[config.mk]
export PLATFORM = sky130hd
export DESIGN_NAME = gmii_tx_framer
export DESIGN_NICKNAME = d
export VERILOG_FILES = /design/src/rtl/gmii_tx_framer.sv
export SDC_FILE = /design/constraint.sdc
export NUM_CORES = 1
export LEC_CHECK = 0
export CAP_MARGIN = 20
export CORE_MARGIN = 4
export CORE_UTILIZATION = 50
export DETAILED_ROUTE_END_ITERATION = 10
export PLACE_DENSITY = 0.7
export SETUP_SLACK_MARGIN = 0.1
export SKIP_CTS_REPAIR_TIMING = 1
export SLEW_MARGIN = 15
export SYNTH_ARGS = -nofsm -noshare
export SYNTH_HDL_FRONTEND = slang
export SYNTH_SLANG_ARGS = --single-unit
[constraint.sdc]
create_clock -name clk_125 -period 8.5 [get_ports clk_125]
set_clock_uncertainty 0.2 [all_clocks]
set_input_delay 1.7 -clock clk_125 [delete_from_list [all_inputs] [get_ports clk_125]]
set_output_delay 1.7 -clock clk_125 [all_outputs]
set_load 0.02 [all_outputs]
[src/rtl/gmii_tx_framer.sv]
// gmii_tx_framer: turns a bare frame byte burst into a GMII wire frame
// (preamble, SFD, data, zero pad, CRC-32 FCS, inter-frame gap).
// Ports:
//   clk_125      framer clock
//   i_rst        synchronous reset, active-high
//   i_qbu_data   frame byte; i_qbu_valid marks one contiguous burst per frame
//   o_gmii_txd   registered wire byte; o_gmii_tx_en registered byte valid
//   o_busy       FSM active or FIFO holding bytes
//   o_overflow   sticky: a byte was dropped on a full FIFO
module gmii_tx_framer #(
  parameter int unsigned FIFO_DEPTH = 64,
  parameter int unsigned IFG_LEN    = 12,
  parameter int unsigned MIN_LEN    = 60,
  parameter bit          PAD_EN     = 1'b1
) (
  input  logic       clk_125,
  input  logic       i_rst,
  input  logic [7:0] i_qbu_data,
  input  logic       i_qbu_valid,
  output logic [7:0] o_gmii_txd,
  output logic       o_gmii_tx_en,
  output logic       o_busy,
  output logic       o_overflow
);

  localparam int unsigned AW = $clog2(FIFO_DEPTH);
  localparam int unsigned CW = AW + 1;
  localparam int unsigned TW = $clog2(IFG_LEN + 8);
  localparam int unsigned BW = 7;
  localparam logic [BW-1:0] BCNT_MAX = '1;
  localparam logic [31:0]   CRC_POLY = 32'hEDB88320;

  typedef enum logic [2:0] {
    S_IDLE, S_PRE, S_SFD, S_DATA, S_PAD, S_FCS, S_IFG
  } state_t;

  state_t          state_q, state_d;
  logic [TW-1:0]   tmr_q, tmr_d;
  logic [BW-1:0]   bcnt_q, bcnt_d;
  logic [31:0]     crc_q, crc_d;
  logic            last_q, last_d;
  logic [7:0]      txd_q, txd_d;
  logic            tx_en_q, tx_en_d;
  logic            busy_q, busy_d;
  logic            ovf_q, ovf_d;
  logic            stg_vld_q, stg_vld_d;
  logic [7:0]      stg_data_q, stg_data_d;
  logic            armed_q, armed_d;
  logic [AW-1:0]   wr_ptr_q, wr_ptr_d;
  logic [AW-1:0]   rd_ptr_q, rd_ptr_d;
  logic [CW-1:0]   fcnt_q, fcnt_d;
  logic [8:0]      mem_q [FIFO_DEPTH];

  logic            fifo_empty;
  logic            fifo_full;
  logic            pop;
  logic            wr_en;
  logic            drop;
  logic [8:0]      head;
  logic [31:0]     fcs_word;

  // Reflected CRC-32, one byte per call.
  function automatic logic [31:0] crc_byte(input logic [31:0] crc, input logic [7:0] b);
    logic [31:0] c;
    c = crc ^ {24'h0, b};
    for (int i = 0; i < 8; i++) begin
      c = c[0] ? ((c >> 1) ^ CRC_POLY) : (c >> 1);
    end
    return c;
  endfunction

  // Input stage; after reset, capture waits until valid has been seen low.
  always_comb begin
    stg_vld_d  = i_qbu_valid && armed_q;
    stg_data_d = i_qbu_data;
    armed_d    = armed_q || !i_qbu_valid;
  end

  // FIFO bookkeeping; a pop frees the slot for a same-cycle write when full.
  always_comb begin
    fifo_empty = (fcnt_q == '0);
    fifo_full  = (fcnt_q == CW'(FIFO_DEPTH));
    pop        = (state_d == S_DATA);
    wr_en      = stg_vld_q && (!fifo_full || pop);
    drop       = stg_vld_q && fifo_full && !pop;
    wr_ptr_d   = wr_en ? wr_ptr_q + AW'(1) : wr_ptr_q;
    rd_ptr_d   = pop ? rd_ptr_q + AW'(1) : rd_ptr_q;
    fcnt_d     = fcnt_q + CW'(wr_en) - CW'(pop);
    ovf_d      = ovf_q || drop;
    head       = mem_q[rd_ptr_q];
  end

  // FSM; state_q always describes the byte currently on o_gmii_txd.
  always_comb begin
    state_d  = state_q;
    tmr_d    = tmr_q + TW'(1);
    bcnt_d   = bcnt_q;
    crc_d    = crc_q;
    last_d   = last_q;
    txd_d    = 8'h00;
    tx_en_d  = 1'b0;
    fcs_word = ~crc_q;

    unique case (state_q)
      S_IDLE: if (!fifo_empty) state_d = S_PRE;
      S_PRE:  if (tmr_q == TW'(6)) state_d = S_SFD;
      S_SFD:  state_d = S_DATA;
      S_DATA: begin
        if (last_q) begin
          state_d = (PAD_EN && (bcnt_q < BW'(MIN_LEN))) ? S_PAD : S_FCS;
        end
      end
      S_PAD:  if (bcnt_q >= BW'(MIN_LEN)) state_d = S_FCS;
      S_FCS:  if (tmr_q == TW'(3)) state_d = S_IFG;
      // Going straight to PRE keeps the gap at exactly IFG_LEN idle cycles.
      S_IFG:  if (tmr_q == TW'(IFG_LEN - 1)) state_d = fifo_empty ? S_IDLE : S_PRE;
      default: state_d = S_IDLE;
    endcase

    if (state_d != state_q) tmr_d = '0;

    case (state_d)
      S_PRE: begin
        txd_d   = 8'h55;
        tx_en_d = 1'b1;
      end
      S_SFD: begin
        txd_d   = 8'hD5;
        tx_en_d = 1'b1;
        bcnt_d  = '0;
        crc_d   = 32'hFFFF_FFFF;
      end
      S_DATA: begin
        txd_d   = head[7:0];
        tx_en_d = 1'b1;
        last_d  = head[8];
        bcnt_d  = (bcnt_q == BCNT_MAX) ? bcnt_q : bcnt_q + BW'(1);
        crc_d   = crc_byte(crc_q, head[7:0]);
      end
      S_PAD: begin
        tx_en_d = 1'b1;
        bcnt_d  = (bcnt_q == BCNT_MAX) ? bcnt_q : bcnt_q + BW'(1);
        crc_d   = crc_byte(crc_q, 8'h00);
      end
      S_FCS: begin
        txd_d   = fcs_word[{tmr_d[1:0], 3'b000} +: 8];
        tx_en_d = 1'b1;
      end
      default: begin
      end
    endcase
  end

  always_comb begin
    busy_d = (state_d != S_IDLE) || (fcnt_d != '0);
  end

  always_ff @(posedge clk_125) begin
    if (i_rst) begin
      state_q    <= S_IDLE;
      tmr_q      <= '0;
      bcnt_q     <= '0;
      crc_q      <= 32'hFFFF_FFFF;
      last_q     <= 1'b0;
      txd_q      <= 8'h00;
      tx_en_q    <= 1'b0;
      busy_q     <= 1'b0;
      ovf_q      <= 1'b0;
      stg_vld_q  <= 1'b0;
      stg_data_q <= 8'h00;
      armed_q    <= !i_qbu_valid;
      wr_ptr_q   <= '0;
      rd_ptr_q   <= '0;
      fcnt_q     <= '0;
    end else begin
      state_q    <= state_d;
      tmr_q      <= tmr_d;
      bcnt_q     <= bcnt_d;
      crc_q      <= crc_d;
      last_q     <= last_d;
      txd_q      <= txd_d;
      tx_en_q    <= tx_en_d;
      busy_q     <= busy_d;
      ovf_q      <= ovf_d;
      stg_vld_q  <= stg_vld_d;
      stg_data_q <= stg_data_d;
      armed_q    <= armed_d;
      wr_ptr_q   <= wr_ptr_d;
      rd_ptr_q   <= rd_ptr_d;
      fcnt_q     <= fcnt_d;
    end
  end

  // Entry tag: last=1 when the burst ended right after the staged byte.
  always_ff @(posedge clk_125) begin
    if (!i_rst && wr_en) begin
      mem_q[wr_ptr_q] <= {!i_qbu_valid, stg_data_q};
    end
  end

  assign o_gmii_txd   = txd_q;
  assign o_gmii_tx_en = tx_en_q;
  assign o_busy       = busy_q;
  assign o_overflow   = ovf_q;

endmodule

# Word-level counts from Yosys, hierarchy flattened
# Memory sizes are Yosys's and may differ from the RTL's. A register that Yosys moved wholly into a read port is not among the register bits.
# Cells that the tools add are included.
[op_classes]
n_mul = 0
div_mod_pow = 0
shifts = 1
magnitude_cmp = 2
n_reduce_logical = 23
mux = 36
n_eq_ne = 18
bitwise = 18
add_sub_neg = 6
[op_table]
columns = ["op", "n"]
rows = [
  ["2-to-1 mux 32 bit", 16],
  ["NOT 13 -> 14 bit", 16],
  ["case mux 32 bit (3 select lines)", 1],
  ["NOT 32 bit", 1],
  ["case mux 8 bit (4 select lines)", 1],
  ["indexed part select 32 x 6 -> 8 bit", 1],
  ["XOR 32 x 8 -> 32 bit", 1],
  ["case mux 3 bit (7 select lines)", 1],
  ["2-to-1 mux 3 bit", 6],
  ["equality test 3 bit, second input constant", 5],
  ["equality test 7 bit, second input constant", 2],
  ["case mux 7 bit (2 select lines)", 1],
  ["adder 6 x 1 -> 6 bit, second input constant", 2],
  ["equality test 3 x 2 -> 1 bit, second input constant", 4],
  ["2-to-1 mux 6 bit", 2],
  ["adder 7 x 1 -> 7 bit", 1],
  ["adder 7 x 1 -> 7 bit, second input constant", 1],
  ["greater-or-equal comparator 7 x 6 -> 1 bit, second input constant", 1],
  ["zero test 7 bit", 1],
  ["less-than comparator 7 x 6 -> 1 bit, second input constant", 1],
  ["2-to-1 mux 7 bit", 1],
  ["nonzero test 7 bit", 1],
  ["subtractor 7 x 1 -> 7 bit", 1],
  ["equality test 3 x 1 -> 1 bit, second input constant", 2],
  ["other kinds (17)", 34],
]
[totals]
elab_cells = 121
rom_bits = 0
memories = 1
regBits = 88
in_bits = 11
mem_bits_rw = 576
out_inout_bits = 11
latch_bits = 0
[mem_list]
columns = ["name", "words", "width", "rd", "rd_clocked_by_memory_dff", "wr", "line_no", "rtl"]
rows = [
  ["mem_q", 64, 9, 1, 1, 1, "52", "logic [8:0] mem_q [FIFO_DEPTH];"],
]

# Logic depth before layout (Yosys ltp)
[depth]
ltp_word = 18
depth_mapped = 24

# Worst setup path after synthesis
# OpenSTA, ideal clock, no wires.
[synth_timing]
path_type = "register to register"
from = "register tmr_q[0]"
to = "memory mem_q[39][0], enable pin"
arrival_time_ns = 3.552
synth_period_minus_slack_ns = 4.140
setup_time_ns = 0.389
t_required_ns = 7.911
stages_incl_launch_ff = 13
slack_ns = 4.360
cell_sequence = "dfxtp_1 > clkbuf_1 > inv_1 > ha_1 > nand3b_1 > a2111oi_0 > a21oi_1 > or2_2 > clkbuf_1 > nor2_1 > o21ai_0 > nor4_1 > nor3b_1"
[synth_between]
elab_chain_len = 9
word_cells_on_any_way = 13
[synth_lines]
columns = ["element", "line_no", "rtl"]
rows = [
  ["from (decl)", "38", "logic [TW-1:0] tmr_q, tmr_d;"],
  ["from (signal assigned)", "177", "tmr_q <= tmr_d;"],
  ["equality test 5 x 4 -> 1 bit (tied with other cells)", "116", "S_IFG: if (tmr_q == TW'(IFG_LEN - 1)) state_d = fifo_empty ? S_IDLE : S_PRE;"],
  ["2-to-1 mux 3 bit, on equally long branches", "116, 106, 114", ""],
  ["case mux 3 bit (7 select lines) (*)", "104", "unique case (state_q)"],
  ["equality test 3 x 2 -> 1 bit (*)", "83", "pop = (state_d == S_DATA);"],
  ["logical OR 1 bit (*)", "84", "wr_en = stg_vld_q && (!fifo_full || pop);"],
  ["logical AND 1 bit (*)", "84", ""],
  ["logical AND 1 bit (*)", "196", "if (!i_rst && wr_en) begin"],
  ["2-to-1 mux 1 bit (*)", "196", ""],
  ["2-to-1 mux 1 bit (implied by the code) (*)", "197", "mem_q[wr_ptr_q] <= {!i_qbu_valid, stg_data_q};"],
  ["to (decl)", "52", ""],
]
# Every way passes the cells marked *; elsewhere a longest branch is shown, timed or not.

# Final worst setup path
[layout_timing]
from = "register tmr_q[0]"
to = "memory mem_q[55][5], enable pin"
# Same word-level chain as after synthesis.

==> metrics.txt <==
initial drt markers=1824; final hold vios=0; die footprint=roughly 61000 sq um; Die H=about 250 um; Post-DRT Antenna Nets=0; Post-synth EDFFs=about 580; RSZ-0062 raised after global routing=no; HPWL after detailed placement=40120 um; Avg Inst Size Synth=17.12 sq um; clk root buf=clkbuf_16; max-cap viol count=0; Pwr per Cell Area=~230 nW/um^2; Setup CP Type=flip-flop to flip-flop; DR DRC count=0; period utilization=about three fifths; total gr overflow=0; Syn Std Cell Area=about 28000 sq um; top fanout value on the critical path=14; largest net degree at the start of global routing=between 90 and 100; CP required=~8.5 ns; I/O pin count=22; WL/cell=around 27 um; Yosys warnings=0; die span in x=246.1 um; ant diodes=0; Worst-Margin Slew=between 1 and 1.5 ns; min Tclk post-route=~5.2 ns; commonest non-fill, non-tap cells in the layout=edfxtp_1, mux4_2, nor2_1; status=finished clean; Fin Hold WS=roughly 0.24 ns; crit path launch type=flip-flop; Pleak=between 9 and 10 nW; final setup vio count=0; CTS tree=built; Mapped Cells=~1.7k; Area growth, synth to finish=10.89%; crit path DAT=~5.2 ns; maximum clock insertion buffer count=3; Peak VDD IR=around 0.14 mV; Max H-tree Level=3; Clk pin slew, worst setup/hold paths=roughly 0.06 ns; TritonRoute pass-1 iters=5; Syn Nets=approximately 1.7k; post-synth cell types=82; CP Depth=11; Hold Crit Class=flip-flop to flip-flop; hold path depth=2; Rows=between 80 and 90; Core Region=approximately 56000 sq um; worst-path cell chain=ha_1 > nand3b_1 > a2111oi_0 > a21oi_1 > nor2_1 > buf_4 > nand2b_1 > a21boi_1 > nand3b_1 > or3_1 > nor2_1; Net count, final=between 1.5k and 2k; first-pass GRT wire length=100300 um; GP Congestion=roughly 0.90; antenna violations before repair=0; CP max stage cell=nor2_1; Async SR Flop Fraction=0%; All-Layer GR Usage=~22%; PortBufs=21; number of global-route vias before repair=about 15k; routed vias=15.15k; clk_lat worst skew=0.61 ns; CTS Sinks=670; Yosys reg bits=between 600 and 700; WP buf/inv=1; fmax=a little under 0.2 GHz; delay of the slowest cell on the worst path=~0.85 ns; Critical Path End Type=flip-flop; Seq/Total Area, Yosys=approximately 68%; commonest non-fill, non-tap cell in the layout=edfxtp_1; Max transition margin=27.11%; Top FF cell, synth=edfxtp_1; Crit path max-delay family=simple AND/OR/NAND/NOR gates; worst reg2reg path depth=11; CTS Buf Count=69; Initial Util=50.94%; Slew Limit Fails=0; layout cells sized above 1=19.55%; setup tns final=0 ns; DR vias/cell=just over 6; detailed-route wire length=66220 um
tightest hold or removal path: stages, from the launching register on:
cell	delay, ns
dfxtp_1	0.30
inv_1	0.06
nor3_1	0.04
area by class of cell:
cell class,instances,area [sq um]
inverters,27,101.3
multi-input cells,864,8428
clock inverters,38,499.2
fillers,4185,24210
clock buffers,84,1804
repair buffers,51,455.4
well taps,748,935.9
flip-flops and latches,670,19200
flip-flops by register name, indices dropped and copies added (netlist names), 3 cells and up, named ones only:
name,count
mem_q,576
bcnt_q,7
o_gmii_txd,8
rd_ptr_q,6
tmr_q,5
crc_q,32
state_q,3
wr_ptr_q,6
stg_data_q,8
fcnt_q,7
metrics by stage:
stage / instance area, sq um / util (%) / total power [mW] / cells / setup slack, ns
2_1_floorplan: 28340 / - / 3.984 / 1655 / 4.360
3_3_place_gp: 29120 / 52.35 / 4.119 / 2360 / 3.435
3_5_place_dp: 29120 / 52.35 / 4.127 / 2360 / 3.372
4_1_cts: 31420 / 56.49 / 7.195 / 2482 / 3.336
5_1_grt: 31420 / 56.49 / 7.380 / 2482 / 2.993
6_report: 31420 / 56.49 / 7.157 / 2482 / 3.312
metal layers:
metal | wire length, um | vias to the layer above | GRT usage [%]
met4 | 1475 | 0 | 5.456
li1 | - | 6507 | -
met1 | 27630 | 7831 | 32.01
met3 | 5223 | 122 | 4.462
met5 | 0 | - | 0
met2 | 31890 | 685 | 35.33
synth_stat cells, types with 5 or more instances:
library cell / n / share of area, %
or2_2: 8 / 0.18
mux4_2: 156 / 12
buf_8: 5 / 0.26
mux2i_1: 46 / 1.6
nor3_1: 17 / 0.30
o21ai_1: 5 / 0.088
ha_1: 14 / 0.62
nor2_1: 146 / 1.9
inv_1: 25 / 0.33
xor2_1: 36 / 1.1
a221oi_1: 11 / 0.34
buf_6: 11 / 0.44
a22oi_1: 10 / 0.26
o211ai_1: 5 / 0.13
edfxtp_1: 576 / 61
nand3b_1: 8 / 0.21
a211oi_1: 6 / 0.16
clkbuf_1: 37 / 0.49
nand3_1: 24 / 0.42
xnor2_1: 91 / 2.8
mux2_2: 10 / 0.40
buf_1: 6 / 0.079
buf_2: 16 / 0.28
dfxtp_1: 94 / 6.6
o221ai_1: 5 / 0.15
o21bai_1: 9 / 0.24
nand4_1: 9 / 0.20
buf_4: 15 / 0.40
a31oi_1: 5 / 0.11
a21oi_1: 43 / 0.76
nor2b_1: 13 / 0.29
nand2_1: 61 / 0.81
nand2b_1: 5 / 0.11
o21ai_0: 32 / 0.57
o22ai_1: 11 / 0.24
kinds of logic (layout without fill, tap and decap cells):
| logic type | after synthesis | count (layout) | share of synthesized area, % |
|---|---|---|---|
| buffers and inverters | 121 | 200 | 2.592 |
| adders and majority gates | 15 | 15 | 0.6888 |
| muxes | 213 | 213 | 14.50 |
| xor gates and xnor gates | 145 | 145 | 5.298 |
| and+or+nand+nor | 318 | 318 | 5.135 |
| AOI/OAI and AO/OA | 173 | 173 | 4.111 |
| DFF | 670 | 670 | 67.68 |
power by group:
part	total [mW]	switching (mW)	internal (mW)	leakage (nW)
Sequential	3.63	0.0279	3.60	6.02
Combinational	0.434	0.275	0.159	2.76
Clock	3.10	1.27	1.83	1.11
Total	7.16	1.57	5.59	9.88
path summary, 6_finish.rpt:
| path | from | end | slack [ns] |
|---|---|---|---|
| setup reg to reg | tmr_q[0] | mem_q[55][5] | 3.31 |
| hold reg to reg | armed_q | stg_vld_q | 0.24 |
| setup / recovery | tmr_q[0] | mem_q[55][5] | 3.31 |
| hold / removal | armed_q | stg_vld_q | 0.24 |
(Power assumes the default switching activity.)
